==> src/rtl/vga_timing_pkg.sv <==
// vga_timing_pkg: axis phase encoding and default 640x480@60 timing constants.
package vga_timing_pkg;
  typedef enum logic [1:0] {ACTIVE = 2'd0, FRONT = 2'd1, SYNC = 2'd2, BACK = 2'd3} phase_t;
  localparam int H_ACT_D  = 640;
  localparam int H_FP_D   = 16;
  localparam int H_SYNC_D = 96;
  localparam int H_BP_D   = 48;
  localparam int V_ACT_D  = 480;
  localparam int V_FP_D   = 10;
  localparam int V_SYNC_D = 2;
  localparam int V_BP_D   = 33;
  localparam int CNT_W_D  = 10;
endpackage

==> src/rtl/vga_phase_cnt.sv <==
// vga_phase_cnt: one timing axis, a phase counter driving an ACTIVE/FRONT/SYNC/BACK FSM.
module vga_phase_cnt
  import vga_timing_pkg::*;
#(
  parameter int LEN_ACT  = H_ACT_D,
  parameter int LEN_FP   = H_FP_D,
  parameter int LEN_SYNC = H_SYNC_D,
  parameter int LEN_BP   = H_BP_D,
  parameter int CNT_W    = CNT_W_D
) (
  input  logic             clk,
  input  logic             reset,
  input  logic             adv,
  output phase_t           state,
  output logic [CNT_W-1:0] cnt,
  output logic             last
);
  phase_t state_nx;
  logic [CNT_W-1:0] cnt_nx, len_m1;
  always_ff @(posedge clk) begin
    if (reset) begin
      state <= ACTIVE;
      cnt   <= '0;
    end else begin
      state <= state_nx;
      cnt   <= cnt_nx;
    end
  end
  always_comb begin
    len_m1   = state == ACTIVE ? CNT_W'(LEN_ACT - 1) :
               state == FRONT  ? CNT_W'(LEN_FP - 1)  :
               state == SYNC   ? CNT_W'(LEN_SYNC - 1) : CNT_W'(LEN_BP - 1);
    last     = cnt == len_m1;
    cnt_nx   = adv ? (last ? '0 : cnt + 1'b1) : cnt;
    state_nx = adv && last ? phase_t'(state + 2'd1) : state;
  end
endmodule

==> src/rtl/vga_timing_ctrl.sv <==
// vga_timing_ctrl: VGA sync/DE/coordinate generator; define VGA_TIMING_IRQ_EN for the vblank interrupt flop.
module vga_timing_ctrl
  import vga_timing_pkg::*;
#(
  parameter int H_ACT  = H_ACT_D,
  parameter int H_FP   = H_FP_D,
  parameter int H_SYNC = H_SYNC_D,
  parameter int H_BP   = H_BP_D,
  parameter int V_ACT  = V_ACT_D,
  parameter int V_FP   = V_FP_D,
  parameter int V_SYNC = V_SYNC_D,
  parameter int V_BP   = V_BP_D,
  parameter int CNT_W  = CNT_W_D
) (
  input  logic             clk,
  input  logic             reset,
  input  logic             pix_en,
  input  logic             irq_ack,
  output logic             hsync_n,
  output logic             vsync_n,
  output logic             de,
  output logic [CNT_W-1:0] x,
  output logic [CNT_W-1:0] y,
  output logic             frame_start,
  output logic             vblank_irq
);
  phase_t h_state, v_state;
  logic [CNT_W-1:0] h_cnt, v_cnt;
  logic h_last, v_last, v_adv;
  // a line ends on the last back-porch pixel
  assign v_adv = pix_en && h_state == BACK && h_last;
  vga_phase_cnt #(.LEN_ACT(H_ACT), .LEN_FP(H_FP), .LEN_SYNC(H_SYNC), .LEN_BP(H_BP), .CNT_W(CNT_W)) u_h (
    .clk(clk), .reset(reset), .adv(pix_en), .state(h_state), .cnt(h_cnt), .last(h_last)
  );
  vga_phase_cnt #(.LEN_ACT(V_ACT), .LEN_FP(V_FP), .LEN_SYNC(V_SYNC), .LEN_BP(V_BP), .CNT_W(CNT_W)) u_v (
    .clk(clk), .reset(reset), .adv(v_adv), .state(v_state), .cnt(v_cnt), .last(v_last)
  );
  always_comb begin
    hsync_n     = h_state != SYNC;
    vsync_n     = v_state != SYNC;
    de          = h_state == ACTIVE && v_state == ACTIVE;
    x           = h_state == ACTIVE ? h_cnt : '0;
    y           = v_state == ACTIVE ? v_cnt : '0;
    frame_start = pix_en && de && h_cnt == '0 && v_cnt == '0;
  end
`ifdef VGA_TIMING_IRQ_EN
  logic irq;
  always_ff @(posedge clk) begin
    if (reset) irq <= 1'b0;
    else if (v_adv && v_state == ACTIVE && v_last) irq <= 1'b1;
    else if (irq_ack) irq <= 1'b0;
  end
  assign vblank_irq = irq;
`else
  logic unused_irq;
  assign unused_irq = irq_ack ^ v_last;
  assign vblank_irq = 1'b0;
`endif
endmodule

==> config.mk <==
export PLATFORM = sky130hd
export DESIGN_NAME = vga_timing_ctrl
export DESIGN_NICKNAME = d
export VERILOG_FILES = /design/src/rtl/vga_timing_pkg.sv /design/src/rtl/vga_phase_cnt.sv /design/src/rtl/vga_timing_ctrl.sv
export SDC_FILE = /design/constraint.sdc
export NUM_CORES = 1
export LEC_CHECK = 0
export BUFFER_PORTS_ARGS = -buffer_cell sky130_fd_sc_hd__clkbuf_2
export CORE_MARGIN = 2
export CORE_UTILIZATION = 50
export CTS_CLUSTER_DIAMETER = 200
export DETAILED_ROUTE_END_ITERATION = 10
export PLACE_DENSITY = 0.83
export SYNTH_ARGS = -nofsm -noshare
export SYNTH_HDL_FRONTEND = slang
export SYNTH_SLANG_ARGS = --single-unit
==> constraint.sdc <==
create_clock -name clk -period 2.31 [get_ports clk]
set_input_delay 0.462 -clock clk [delete_from_list [all_inputs] [get_ports clk]]
set_output_delay 0.462 -clock clk [all_outputs]
set_load 0.005 [all_outputs]
Yosys cells after proc, flatten, opt, wreduce, memory -nomap -nowiden
Cells that the tools add are included.

Add/sub/neg operators: 4. Equality and inequality tests: 9. Muxes and demuxes: 10. Reduce and logical (&&, ||, !) cells: 12.

Operator list (count): two-way mux 10 bit (8); adder 10 x 1 -> 10 bit (second input constant) (2); equality test 10 bit (2); zero test 10 bit (2); logical AND 1 bit (8); two-way mux 7 bit (1); equality test 2 bit (second input constant) (3); two-way mux 6 bit (1); adder 2 x 1 -> 2 bit (second input constant) (2); equality test 2 x 1 -> 1 bit (second input constant) (2); zero test 2 bit (2); != test 2 bit (second input constant) (2).

Register bits after elaboration: 24. Output and inout bits: 25.

Depth between registers and ports, before layout
Word-level depth: 7. Gate-level depth with buffers: 8. Gate-level depth less buffers: 7.

Hierarchy
A second synthesis with hierarchy kept.

Cells, all modules: 184. Area, all modules: 1520.2 sq um.

Modules (own cells, without submodules): vga_phase_cnt (u_v) (times used 1, cells an instance 75, area an instance 676.9 sq um); vga_phase_cnt (u_h) (times used 1, cells an instance 72, area an instance 613.1 sq um); vga_timing_ctrl (times used 1, cells an instance 37, area an instance 230.2 sq um).

Worst setup path before layout
Ideal clock, no wire load.

Kind: flip-flop to flip-flop. Start point: register u_h.state[0]. End point: register u_v.cnt[6]. Setup time: 132 ps. Arrival: 2349 ps. Required time: 2178 ps. Slack: -170 ps. Cell stages (with the launch flop): 9. Buffers on the path: 1. Clock period less this slack: 2480 ps. Cell sequence: dfxtp_1 > inv_1 > ha_1 > ha_1 > or4b_4 > a2111o_1 > buf_2 > a22oi_1 > a21oi_1.

Cells in the longest elaborated chain, start to end: 6. Elaborated cells between the ends (all ways): 10.

RTL lines: from (decl) (line vga_phase_cnt.sv:14) `output phase_t state,`; from (signal assigned) (line vga_phase_cnt.sv:25) `state <= state_nx;`; equality test 2 bit (line vga_phase_cnt.sv:32) `state == SYNC ? CNT_W'(LEN_SYNC - 1) : CNT_W'(LEN_BP - 1);`; two-way mux 7 bit (line vga_phase_cnt.sv:32); two-way mux 10 bit (line vga_phase_cnt.sv:31) `state == FRONT ? CNT_W'(LEN_FP - 1) :`; two-way mux 10 bit (line vga_phase_cnt.sv:30) `len_m1 = state == ACTIVE ? CNT_W'(LEN_ACT - 1) :`; equality test 10 bit (line vga_phase_cnt.sv:33) `last = cnt == len_m1;`; logical AND 1 bit (*) (line vga_timing_ctrl.sv:31) `assign v_adv = pix_en && h_state == BACK && h_last;`; to (signal assigned) (line vga_phase_cnt.sv:26) `cnt <= cnt_nx;`; to (decl) (line vga_phase_cnt.sv:15) `output logic [CNT_W-1:0] cnt,`.

Mark *: on every way between the ends. The rest lies on a longest branch, timed or not. A chain may end at the register's enable or synchronous reset.

Final worst setup path
Same ends and word-level chain as after synthesis.

==> run metrics <==
GRT Residual Overflow=0; Worst Hold Path Cells=3; Sequential Area=a little under 500 µm²; Initial Util=52.6%; synth warn=0; Slew Viols, Final=0; switching part of the total power=around a quarter; ys async rst share=0%; Post-Synth Simple-Gate Area=28.2%; RR Endpoint=u_v.cnt[6]; clock sinks=24; vias per cell=about 5.5; CP Launch Type=flip-flop; hold worst-path end=u_h.cnt[0]; start point of the worst min-delay path=pix_en; Worst Hold Class=input port to flip-flop; power per cell area=around 320 nW/µm²; hold slack=between 0.4 and 0.5 ns; most common cell in the netlist=dfxtp_1; CORE AREA=3080 µm²; commonest cells in the netlist=dfxtp_1 (24), inv_1 (19), ha_1 (17), and2_1 (14); clock power share=29.2%; crit-path cells=inv_2, ha_4, ha_4, or4b_4, buf_4, a2111o_1, a22oi_1, a21oi_1; Yosys reg bits=24; Synth cell types=between 40 and 50; CTS tree=yes; die area=between 3000 and 4000 µm²; Vias=between 1500 and 2000; Tightest Pin Transition=0.639 ns; max cap viols=0; Post-Syn Area per Cell=between 8 and 9 µm²; syn_nets=between 200 and 250; maximum VDD drop=around 0.17 mV; number of synthesized flops with an enable pin=0; final worst setup slack=around 0.060 ns; crit path max-delay cell type=or4b_4; total of fill cells in the finished design=268; relative slew slack=57.1%; Worst path most repeated cell=ha_4; Seq/Total Area, Yosys=between 20% and 30%; row count=20; area of the multi-input gates=1090 µm²; post-synth top area share=~30%; final-report hold violation count=0; Max H-tree Level=1; reg2reg start=u_h.state[0]; Syn Inst Count=194; Iteration-0 DRC Markers=75; clock latency on the worst-skew pair=around 0.32 ns; reg-to-reg setup timing slack=approximately 0.060 ns; Post-Synth Adder-Cell Area=13.1%; largest net degree at the start of global routing=20; leak pwr=slightly below 0.8 nW; number of buffers inserted by hold repair at cts=0; Final Setup Violations=0; Post-Place Setup Slack=-0.0518 ns; Final Cycle Share=~97%; DRC viols=0; GP Congestion=0.902; Clock Skew=about 0.0046 ns; Internal=slightly below 0.5 mW; first-pass GRT wire length=6300 µm; Total GRT Usage=between 20 and 25%; CP peak stage delay=roughly 0.54 ns; crit path DAT=approximately 2.5 ns; Ports=29; vias in the first global route=between 1000 and 1500; nets=264; post-synthesis compound-gate area fraction=about 15%; crit path kind=flip-flop to flip-flop; CTS max path bufs=2; Syn Std Cell Area=around 1600 µm²; WL per Instance=approximately 14 µm; Die X=between 60 and 70 µm; sequential share of power=between 60% and 70%; Yosys top cell by area=dfxtp_1; post-route antenna net violation count=0; mux cell area share after synthesis=under 10%; final wirelength=3870 µm; hpwl dp=between 2000 and 3000 µm; fmax=about 440 MHz; run status=finished, final reports clean; Post-synth top flop=dfxtp_1; clock-pin slew on the worst setup and hold paths=between 0.1 and 0.15 ns; Comb pwr share=5.5%; antenna violations before repair=0; Detailed Routing Iterations Pass 1=4; largest family of logic cells by synthesized area=simple AND/OR/NAND/NOR gates; synthesis-to-layout area growth=26.2%; crit path time final=between 2 and 2.5 ns; top cells by area, synth=dfxtp_1 (30%), ha_1 (13%), and2_1 (5.4%), inv_1 (4.4%), xnor2_1 (3.8%); crit path max fanout=5; Critical Path RT=around 2.5 ns; Port Buffer Count=26; CTS root buf=clkbuf_4; Die H=about 61 µm; TritonCTS Buffers=3; n_diodes=0; layout cell share with drive strength beyond 1=about 27%; sw power=roughly 0.15 mW; xor/xnor cell area share of the yosys netlist=under 10%; crit path from=u_h.state[0]; Worst Reg2Reg Path Length in Cells=8; CP endpoint kind=flip-flop
==> power groups by stage <==
stage / Sequential [mW] / Clock (mW) / Combinational [mW]
after CTS: 0.423 / 0.195 / 0.0357
after detailed placement: 0.432 / 0 / 0.0355
after global placement: 0.432 / 0 / 0.0340
after global routing: 0.424 / 0.209 / 0.0402
final: 0.422 / 0.189 / 0.0357
after floorplan: 0.431 / 0 / 0.0262
==> layout make-up <==
cell class | count | area share, %
Multi-Input combinational cell | 144 | 53.5
Sequential cell | 24 | 23.7
Timing Repair Buffer | 51 | 15.6
Inverter | 19 | 3.49
Tap cell | 44 | 2.70
Clock buffer | 3 | 1.10
==> logic make-up after synthesis <==
| kind of cell | after synthesis |
|---|---|
| other | 1 |
| and+or+nand+nor | 83 |
| muxes | 2 |
| AOI/OAI and AO/OA | 29 |
| adders and majority gates | 17 |
| buffers and inverters | 27 |
| DFF | 24 |
| xor gates and xnor gates | 11 |
==> per-layer routing <==
layer / GRT usage (%) / vias to the layer above / share of wire (%)
li1: - / 784 / -
met5: 0 / - / 0
met1: 29.1 / 717 / 45
met3: 4.05 / 9 / 4.9
met4: 10.2 / 0 / 1.9
met2: 38.1 / 53 / 48
==> what timing repair did <==
action                                  in CTS  in global routing
pin swaps                                    5                  5
gates resized for setup                      7                  2
endpoints found under the hold margin        0                  0
cloned                                       1                  0
endpoints found under the setup margin       9                 12
buffers inserted                             3                  4
==> cell usage in the layout, fill, tap and decap left out, drive strengths merged, types with 2 or more instances in the layout <==
cell / Yosys / final
a2111o: 1 / 2
a2111oi: 2 / 2
a211oi: 2 / 2
a21oi: 11 / 11
a22oi: 2 / 2
and2: 14 / 14
buf: 4 / 25
clkbuf: 4 / 29
dfxtp: 24 / 24
ha: 17 / 17
inv: 19 / 19
mux2i: 2 / 2
nand2: 12 / 12
nand3: 11 / 11
nand4: 4 / 4
nor2: 12 / 12
nor3: 8 / 8
nor4: 6 / 6
o21a: 3 / 3
o32ai: 4 / 4
or3: 5 / 5
xnor2: 7 / 7
xor2: 4 / 4
==> worst max-delay path by stage <==
stage / end / depth (start not counted) / slack (ns)
2_1_floorplan: u_v.cnt[6] / 8 / 0.03
3_3_place_gp: u_v.state[0] / 7 / -0.03
3_5_place_dp: u_v.state[0] / 7 / -0.05
4_1_cts: u_v.state[0] / 7 / -0.05
5_1_grt: u_v.state[0] / 7 / -0.02
6_report: u_v.cnt[6] / 8 / 0.06
==> sequential cells by signal (all words and copies together), names as in the netlist <==
signal	flops
u_v.state	2
u_h.cnt	10
u_h.state	2
u_v.cnt	10
==> worst max-delay path, delay by kind of cell, from the launching register on <==
family                   cells  cell delay (ns)
AO/OA/AOI/OAI                3             0.67
adder cells (fa/ha/maj)      2             0.37
buffers and inverters        2             0.21
flip-flops                   1             0.36
AND/OR/NAND/NOR              1             0.54
==> through the flow <==
step | cells | setup TNS (ns) | area [µm²] | utilization, % | total power, mW
floorplan | 194 | 0 | 1620 | - | 0.457
global placement | 274 | -0.0447 | 1910 | 61.9 | 0.466
detailed placement | 274 | -0.166 | 1910 | 61.9 | 0.467
CTS | 281 | -0.0468 | 2000 | 64.9 | 0.653
global route | 285 | -0.0258 | 2040 | 66.3 | 0.673
finish | 285 | 0 | 2040 | 66.3 | 0.647
(Power assumes the default switching activity.)
